===== src/rtl/seg7_pkg.sv =====
// Shared constants for the 7-segment sequence monitor: segment patterns,
// FSM state encoding, STABLE_N limits and the BCD successor helper.
package seg7_pkg;

  // bit6..0 = g..a, active-high
  localparam logic [6:0] SEG_0 = 7'b0111111;
  localparam logic [6:0] SEG_1 = 7'b0000110;
  localparam logic [6:0] SEG_2 = 7'b1011011;
  localparam logic [6:0] SEG_3 = 7'b1001111;
  localparam logic [6:0] SEG_4 = 7'b1100110;
  localparam logic [6:0] SEG_5 = 7'b1101101;
  localparam logic [6:0] SEG_6 = 7'b1111101;
  localparam logic [6:0] SEG_7 = 7'b0000111;
  localparam logic [6:0] SEG_8 = 7'b1111111;
  localparam logic [6:0] SEG_9 = 7'b1101111;

  localparam int unsigned STABLE_MIN = 1;
  localparam int unsigned STABLE_MAX = 15;

  typedef logic [1:0] state_t;
  localparam state_t ST_UNLOCKED = 2'd0;
  localparam state_t ST_ACQUIRE  = 2'd1;
  localparam state_t ST_LOCKED   = 2'd2;

  typedef struct packed {
    logic [3:0] tens;
    logic [3:0] ones;
  } bcd2_t;

  // 99 wraps to 01, so 00 is never produced as an expected value
  function automatic bcd2_t bcd_succ(input bcd2_t v);
    bcd2_t n;
    if (v.tens == 4'd9 && v.ones == 4'd9) begin
      n.tens = 4'd0;
      n.ones = 4'd1;
    end else if (v.ones == 4'd9) begin
      n.tens = v.tens + 4'd1;
      n.ones = 4'd0;
    end else begin
      n.tens = v.tens;
      n.ones = v.ones + 4'd1;
    end
    return n;
  endfunction

endpackage


===== src/rtl/seg7_decode.sv =====
// Combinational 7-segment to BCD decoder; unknown patterns flag illegal.
module seg7_decode
  import seg7_pkg::*;
(
  input  logic [6:0] seg,
  output logic [3:0] digit,
  output logic       illegal
);

  always_comb begin
    digit   = 4'd0;
    illegal = 1'b0;
    case (seg)
      SEG_0:   digit = 4'd0;
      SEG_1:   digit = 4'd1;
      SEG_2:   digit = 4'd2;
      SEG_3:   digit = 4'd3;
      SEG_4:   digit = 4'd4;
      SEG_5:   digit = 4'd5;
      SEG_6:   digit = 4'd6;
      SEG_7:   digit = 4'd7;
      SEG_8:   digit = 4'd8;
      SEG_9:   digit = 4'd9;
      default: illegal = 1'b1;
    endcase
  end

endmodule


===== src/rtl/seg7_seq_monitor.sv =====
// Debounces a two-digit 7-segment display, decodes accepted values and
// checks that they count up by one (BCD, 99 -> 01) once locked.
module seg7_seq_monitor
  import seg7_pkg::*;
#(
  parameter int unsigned STABLE_N = 2
) (
  input  logic       clk,
  input  logic       rst,
  input  logic       sample_en,
  input  logic [6:0] seg_tens,
  input  logic [6:0] seg_ones,
  output logic       valid_o,
  output logic [3:0] tens_o,
  output logic [3:0] ones_o,
  output logic       pat_err,
  output logic       seq_err,
  output logic       locked,
  output logic [7:0] err_cnt
);

  if (STABLE_N < STABLE_MIN || STABLE_N > STABLE_MAX) begin : g_bad_stable_n
    $error("seg7_seq_monitor: STABLE_N out of range");
  end

  localparam logic [3:0] STABLE_W = 4'(STABLE_N);

  logic [13:0] r_prev;
  logic [13:0] r_last;
  logic [3:0]  r_cnt;
  logic        r_none;
  state_t      r_state;
  bcd2_t       r_exp;

  logic [13:0] w_sample;
  logic [3:0]  w_cnt_nxt;
  logic        w_accept;
  logic [3:0]  w_tens_d;
  logic [3:0]  w_ones_d;
  logic        w_ill_tens;
  logic        w_ill_ones;
  logic        w_illegal;
  bcd2_t       w_val;
  logic        w_match;
  logic        w_seq_bad;
  logic        w_err_evt;

  seg7_decode u_dec_tens (.seg(seg_tens), .digit(w_tens_d), .illegal(w_ill_tens));
  seg7_decode u_dec_ones (.seg(seg_ones), .digit(w_ones_d), .illegal(w_ill_ones));

  assign w_sample  = {seg_tens, seg_ones};
  assign w_cnt_nxt = (w_sample != r_prev) ? 4'd1 :
                     (r_cnt >= STABLE_W)  ? STABLE_W : r_cnt + 4'd1;
  // raw-pattern compare against the last accepted value blocks re-acceptance of a held value
  assign w_accept  = sample_en && (w_cnt_nxt == STABLE_W) && (r_none || w_sample != r_last);
  assign w_illegal = w_ill_tens | w_ill_ones;
  assign w_val     = '{tens: w_tens_d, ones: w_ones_d};
  assign w_match   = (w_val == r_exp);
  assign w_seq_bad = !w_illegal && (r_state == ST_LOCKED) && !w_match;
  assign w_err_evt = w_accept && (w_illegal || w_seq_bad);
  assign locked    = (r_state == ST_LOCKED);

  always_ff @(posedge clk or posedge rst) begin
    if (rst) begin
      r_prev  <= '0;
      r_last  <= '0;
      r_cnt   <= '0;
      r_none  <= 1'b1;
      r_state <= ST_UNLOCKED;
      r_exp   <= '0;
      valid_o <= 1'b0;
      pat_err <= 1'b0;
      seq_err <= 1'b0;
      tens_o  <= '0;
      ones_o  <= '0;
      err_cnt <= '0;
    end else begin
      valid_o <= 1'b0;
      pat_err <= 1'b0;
      seq_err <= 1'b0;
      if (sample_en) begin
        r_prev <= w_sample;
        r_cnt  <= w_cnt_nxt;
      end
      if (w_err_evt && err_cnt != 8'hFF)
        err_cnt <= err_cnt + 8'd1;
      if (w_accept) begin
        r_last <= w_sample;
        r_none <= 1'b0;
        if (w_illegal) begin
          pat_err <= 1'b1;
          r_state <= ST_UNLOCKED;
        end else begin
          valid_o <= 1'b1;
          tens_o  <= w_tens_d;
          ones_o  <= w_ones_d;
          r_exp   <= bcd_succ(w_val);
          case (r_state)
            ST_UNLOCKED: r_state <= ST_ACQUIRE;
            ST_ACQUIRE:  if (w_match) r_state <= ST_LOCKED;
            ST_LOCKED: begin
              if (!w_match) begin
                seq_err <= 1'b1;
                r_state <= ST_ACQUIRE;
              end
            end
            default:     r_state <= ST_UNLOCKED;
          endcase
        end
      end
    end
  end

endmodule


===== config.mk =====
export PLATFORM = sky130hd
export DESIGN_NAME = seg7_seq_monitor
export DESIGN_NICKNAME = d
export VERILOG_FILES = /design/src/rtl/seg7_pkg.sv /design/src/rtl/seg7_decode.sv /design/src/rtl/seg7_seq_monitor.sv
export SDC_FILE = /design/constraint.sdc
export NUM_CORES = 1
export LEC_CHECK = 0
export CAP_MARGIN = 0
export CORE_MARGIN = 2
export CORE_UTILIZATION = 44
export DETAILED_ROUTE_END_ITERATION = 10
export GPL_TIMING_DRIVEN = 1
export PLACE_DENSITY = 0.67
export SLEW_MARGIN = 5
export SYNTH_ARGS = -nofsm -noshare
export SYNTH_HDL_FRONTEND = slang
export SYNTH_SLANG_ARGS = --single-unit

===== constraint.sdc =====
create_clock -name clk -period 2.4 [get_ports clk]
set_input_delay 0.24 -clock clk [delete_from_list [all_inputs] [get_ports clk]]
set_output_delay 0.24 -clock clk [all_outputs]
set_load 0.01 [all_outputs]

==> flow_metrics.tcl, run 1 <==
set metrics [dict create \
    grt_first_pass_wirelength_mm 14.4 \
    layout-drive-gt1-share_pct 33.0 \
    p_clk_share_pct 37.3 \
    ys_top_cells_by_area "dfrtp_1, mux2_2, xor2_1, xnor2_1, nand2_1" \
    drv_slew 0 \
    globalplace.congestion 0.851 \
    power_density_mw_per_mm2 447 \
    clockRootBuffer "clkbuf_8" \
    insertion_delay_ns 0.34 \
    power_w 0.00217 \
    multi_input_area_mm2 0.00199 \
    placed_cell_area_mm2 0.00450 \
    finish.utilization_pct 60.0 \
    globalRouteOverflowTotal 0 \
    async_flop_share_pct 100 \
    worstPathRequired_ns 2.62 \
    n_antenna_cell 0 \
    clkSinkCount 62 \
    cap_violations 0 \
    outcome "finished, final reports clean" \
    syn_inst 342 \
    sequentialPowerShare_pct 50.0 \
    worst_pin_slew_ns 0.465 \
    leakage_nw 2.29 \
    syn_to_final_growth_pct 34.6 \
    intPower_w 0.00161 \
    design_area_mm2 0.00485 \
    ys_seq_elements 62 \
    hold_path_class "in2async" \
    vdd_drop_max_uv 258 \
    ys_types 61 \
    ant_nets 0 \
    drt-initial-drc-count 117 \
    vias 2947 \
    worstPathCellList "inv_1 -> ha_1 -> or4_1 -> o21ai_2 -> buf_4 -> a211o_1 -> buf_6 -> buf_12 -> mux2_2" \
    worst_setup_path_end_kind "flop" \
    initial_core_util_pct 44.6 \
    routed_wl_mm 8.49 \
    synth-main-ff-cell "dfrtp_1" \
    antenna_found_initial 0 \
    drc_errors 0 \
    synth.most_common_cell "dfrtp_1" \
    crit_path_max_incr_delay_ns 0.52 \
    comb_power_share_pct 12.7 \
    dp_cells 526 \
    htree_levels 3 \
    sw_frac_of_total_pct 25.8 \
    synth_commonest_cells "dfrtp_1, mux2_2, nand2_1" \
    synth_top_area_cell "dfrtp_1" \
    port_buffers 36 \
    setup_viol 0 \
    post-route-period-util_pct 96.9 \
    die_h_um 94.5 \
    drt_first_pass_iters 4 \
    yosysWarnings 0 \
    crit_arrival_ns 2.55 \
    grt_max_degree 30 \
    finalHoldViolCount 0 \
    cts_buffer_depth 2 \
    syn_avg_cell_area_um2 10.5 \
    stdcell_count 547 \
    synth.top_cell.area_share_pct 42.3 \
    final.min_clock_period_ns 2.32 \
    gr-usage-all-layers_pct 20.9 \
    path_max_fanout 11 \
    syn_area_mm2 0.00361 \
    grt_pass1_vias 2955 \
    clkSlewWorstSetupHoldPaths_ns 0.07 \
    seqCellArea_mm2 0.00155 \
    clock.fmax_mhz 430 \
    viasPerCell 5.39 \
    dp_hpwl_mm 6.15 \
    fill_cells 689 \
    synth-edff-count 0 \
    switching_power_w 0.000561 \
    coreArea_mm2 0.00809 \
    synth_seq_area_share_pct 43.1 \
    setup.worst_path.start_class "flop" \
    wire_per_inst_um 15.5 \
    worstSetupPathType "reg2reg" \
    ios 37 \
    cts_made_buffers 9 \
    fp.dieW_um 94.5 \
    ctsHoldBuffers 0 \
    critPathSlowestCell "or4_1" \
    worst_slew_margin_rel_pct 68.7 \
    dieArea_mm2 0.00894 \
    cts_tree "built" \
    syn-num-nets 366 \
    num_rows 33 \
    nets 461 \
    finClkSkew_ns 0.00654 \
]
==> cells by family after synthesis <==
kind of cell | synth area share (%)
buf+inv | 4.89
xor+xnor | 9.72
fa+ha+maj | 2.43
compound gates | 12.1
flops | 43.1
mux | 10.4
simple gates | 17.5
==> metrics by stage <==
step           hold WS [ns]  setup WS, ns  TNS [ns]
4_1_cts               0.192       0.00154         0
5_1_grt               0.208       -0.0185   -0.0419
2_1_floorplan         0.457       0.00134         0
3_5_place_dp          0.455        -0.487    -14.61
3_3_place_gp          0.457        -0.469    -14.55
6_report              0.188        0.0752         0
==> layer usage <==
layer | vias up | global-route usage (%) | wire (um) | part of all wire, %
li1 | 1411 | - | - | -
met1 | 1457 | 29.3 | 4100 | 48
met2 | 70 | 31.8 | 3950 | 47
met3 | 9 | 5.43 | 326 | 3.8
met4 | 0 | 6.04 | 104 | 1.2
met5 | - | 0 | 0 | 0
==> critical path, delay by kind of cell (launching register included) <==
family                     cells  cell delay [ns]
AOI/OAI and AO/OA              2             0.28
muxes                          1             0.34
adders and majority gates      1             0.20
DFF                            1             0.36
buffers and inverters          4             0.49
and+or+nand+nor                1             0.52
==> registers in the layout, summed over array words and instances (netlist names), 2 cells and up <==
| register | flops |
|---|---|
| r_last | 14 |
| r_prev | 14 |
| err_cnt | 8 |
| r_exp | 8 |
| r_state | 2 |
| tens_o | 4 |
| r_cnt | 4 |
| ones_o | 4 |
==> power by group through the flow <==
stage | logic (W) | clock network (W) | registers [W]
floorplan | 0.000158 | 0 | 0.00110
global placement | 0.000264 | 0 | 0.00110
detailed placement | 0.000267 | 0 | 0.00111
CTS | 0.000271 | 0.000826 | 0.00109
global route | 0.000304 | 0.000892 | 0.00109
finish | 0.000275 | 0.000810 | 0.00109
==> layout make-up <==
cell class              instances  share of cell area [%]
multi-input cells             247                    41.0
flip-flops and latches         62                    32.0
repair buffers                108                    20.3
clock buffers                  14                    3.15
well taps                     105                    2.71
inverters                       9                   0.696
clock inverters                 2                   0.206
==> placed cells by master, fill, tap and decap left out, types with 6 or more instances in the layout <==
| cell type | instances |
|---|---|
| buf_4 | 62 |
| dfrtp_1 | 61 |
| mux2_2 | 30 |
| nand2_1 | 26 |
| xor2_1 | 25 |
| clkdlybuf4s50_1 | 22 |
| o21ai_0 | 15 |
| xnor2_1 | 15 |
| nand3_1 | 13 |
| nor2_1 | 12 |
| clkbuf_8 | 10 |
| dlymetal6s2s_1 | 10 |
| a21oi_1 | 8 |
| inv_1 | 7 |
| ha_1 | 7 |
| buf_6 | 7 |
| and3_1 | 6 |
| nor4_1 | 6 |
==> timing repair <==
action	in CTS	in global routing
resized for setup	11	37
pin swaps	4	12
buffers inserted	2	4
endpoints found under the setup margin	23	39
==> path summary, 6_finish.rpt <==
kind                       cells past startpoint                     to  slack, ns             startpoint
setup / recovery                               9  r_last[3]$_DFFE_PP0P_       0.08   r_cnt[0]$_DFFE_PP0P_
hold / removal                                 2  r_prev[5]$_DFFE_PP0P_       0.19                    rst
setup reg to reg                               9  r_last[3]$_DFFE_PP0P_       0.08   r_cnt[0]$_DFFE_PP0P_
hold reg to reg                                2  tens_o[0]$_DFFE_PP0P_       0.47  tens_o[0]$_DFFE_PP0P_
max in group asynchronous                      3  r_prev[7]$_DFFE_PP0P_       1.64                    rst
min in group clk                               3  r_prev[0]$_DFFE_PP0P_       0.36            seg_ones[0]
No activity file was read; power rests on OpenSTA's default activity.
==> inputs of run 2 (changes only) <==
--- a/config.mk
+++ b/config.mk
@@ -6,6 +6,7 @@
 export NUM_CORES = 1
 export LEC_CHECK = 0
 export CAP_MARGIN = 0
+export CORE_ASPECT_RATIO = 2
 export CORE_MARGIN = 2
 export CORE_UTILIZATION = 44
 export DETAILED_ROUTE_END_ITERATION = 10
==> flow_metrics.tcl, run 2 (synthesis results as in run 1) <==
set metrics [dict create \
    path_max_fanout 4 \
    most-common-layout-cells "buf_4, dfrtp_1, mux2_2" \
    final_common_cell "buf_4" \
    final.min_clock_period_ns 2.29 \
    vdd_drop_max_uv 503 \
    htree_levels 3 \
    cts_made_buffers 9 \
    drv_slew 0 \
    ios 37 \
    cap_violations 0 \
    finClkSkew_ns 0.00619 \
    n_antenna_cell 0 \
    wire_per_inst_um 16.8 \
    clkSlewWorstSetupHoldPaths_ns 0.05 \
    globalRouteOverflowTotal 0 \
    clkSinkCount 62 \
    initial_core_util_pct 45.4 \
    nets 458 \
    layout-drive-gt1-share_pct 33.0 \
    vias 2943 \
    final.setup.tns_ns 0 \
    rsz0062_at_grt "no" \
    post-place-ws_ns -0.528 \
    cts_buffer_depth 2 \
    worst_pin_slew_ns 0.437 \
    drc_errors 0 \
    cts_tree "built" \
    post-route-period-util_pct 95.4 \
    coreArea_mm2 0.00794 \
    ant_nets 0 \
    dieArea_mm2 0.00898 \
    antenna_found_initial 0 \
    worst_slew_margin_rel_pct 70.6 \
    top_regs "r_last x14, r_prev x14" \
    clock.fmax_mhz 437 \
    drt-initial-drc-count 174 \
    dp_hpwl_mm 6.65 \
    crit_arrival_ns 2.51 \
    worstSetupPathType "reg2reg" \
    worstPathCellList "inv_1 -> ha_1 -> or4_4 -> o21ai_1 -> buf_4 -> a211o_1 -> or2_4 -> buf_4 -> mux2_2" \
    outcome "finished, final reports clean" \
    setup_viol 0 \
    critPathSlowestCell "or4_4" \
    die_h_um 132 \
    clockRootBuffer "clkbuf_16" \
    design_area_mm2 0.00488 \
    crit_path_max_incr_delay_ns 0.49 \
    dp_cells 514 \
    finalWorstSetupSlack_ns 0.111 \
    hold_path_class "in2async" \
    power_density_mw_per_mm2 537 \
    finalHoldViolCount 0 \
    worstPathRequired_ns 2.62 \
    ctsHoldBuffers 0 \
    stdcell_count 535 \
    leakage_nw 2.29 \
    port_buffers 36 \
    power_w 0.00262 \
    grt_first_pass_wirelength_mm 14.6 \
    grt_max_degree 63 \
    crit_top_cell "buf_4" \
    fp.dieW_um 68.0 \
    globalplace.congestion 0.874 \
    setup.worst_path.start_class "flop" \
    num_rows 46 \
    grt_pass1_vias 3040 \
    syn_to_final_growth_pct 35.3 \
    insertion_delay_ns 0.33 \
    drt_first_pass_iters 4 \
    placed_cell_area_mm2 0.00445 \
    worst_setup_path_end_kind "flop" \
    routed_wl_mm 8.99 \
    viasPerCell 5.50 \
    gr-usage-all-layers_pct 21.8 \
]
==> run 2: cell count changes in the layout (fill, tap and decap cells not counted), sizes merged <==
cell          before  now
dlygate4sd2        4    7
clkinvlp           0    1
dlymetal6s2s      10    4
bufinv             0    1
clkbuf            14   15
buf               72   69
==> run 2: routing by layer <==
metal  wire (um)  global-route usage (%)  up-vias  part of all wire, %
li1            -                       -     1406                    -
met1        3280                    22.4     1464                   37
met2        5190                    38.9       49                   58
met3         153                    3.07       24                  1.7
met4         364                    13.9        0                  4.1
met5           0                       0        -                    0
==> run 2: worst max-delay path: cells and delay by family (launching register included) <==
family                   cells  cell delay (ns)
AO/OA/AOI/OAI                2             0.30
adder cells (fa/ha/maj)      1             0.22
flip-flops                   1             0.35
AND/OR/NAND/NOR              2             0.66
buffers and inverters        3             0.31
multiplexers                 1             0.32
==> run 2: through the flow <==
stage / hold slack, ns / util [%]
5_1_grt: 0.325 / 61.4
6_report: 0.290 / 61.4
3_5_place_dp: 0.455 / 56.0
3_3_place_gp: 0.450 / 56.0
4_1_cts: 0.308 / 60.5
2_1_floorplan: 0.457 / -
==> run 2: what timing repair did <==
action                                  CTS  global route
resized for setup                        28            22
hold endpoints to repair                  0             0
pin swaps                                 6             6
setup buffers                             0             6
endpoints found under the setup margin   27            42
==> run 2: final cells by class <==
class                      instances  area (um2)
fill                             683        3060
inverter                           9        33.8
timing repair buffer             105         910
sequential                        62        1550
multi-input combinational        247        1980
clock buffer                      12         236
tap                               96         120
clock inverter                     4        47.5
==> run 2: worst paths after layout <==
check	startpoint	endpoint	slack, ns	depth (start not counted)
max reg2reg	r_cnt[0]$_DFFE_PP0P_	ones_o[2]$_DFFE_PP0P_	0.11	9
max in group asynchronous	rst	r_none$_DFFE_PP1P_	1.79	3
min reg2reg	tens_o[0]$_DFFE_PP0P_	tens_o[0]$_DFFE_PP0P_	0.46	2
max	r_cnt[0]$_DFFE_PP0P_	ones_o[2]$_DFFE_PP0P_	0.11	9
min	rst	err_cnt[3]$_DFFE_PP0P_	0.29	3
min in group clk	seg_ones[3]	r_prev[3]$_DFFE_PP0P_	0.41	3
==> run 2: report_power, final <==
group | leakage [nW] | internal [W] | total [W] | switching (W)
combinational | 1.33 | 0.000130 | 0.000270 | 0.000140
sequential | 0.823 | 0.00107 | 0.00109 | 0.0000163
clock | 0.137 | 0.000800 | 0.00126 | 0.000462
total | 2.29 | 0.00200 | 0.00262 | 0.000618
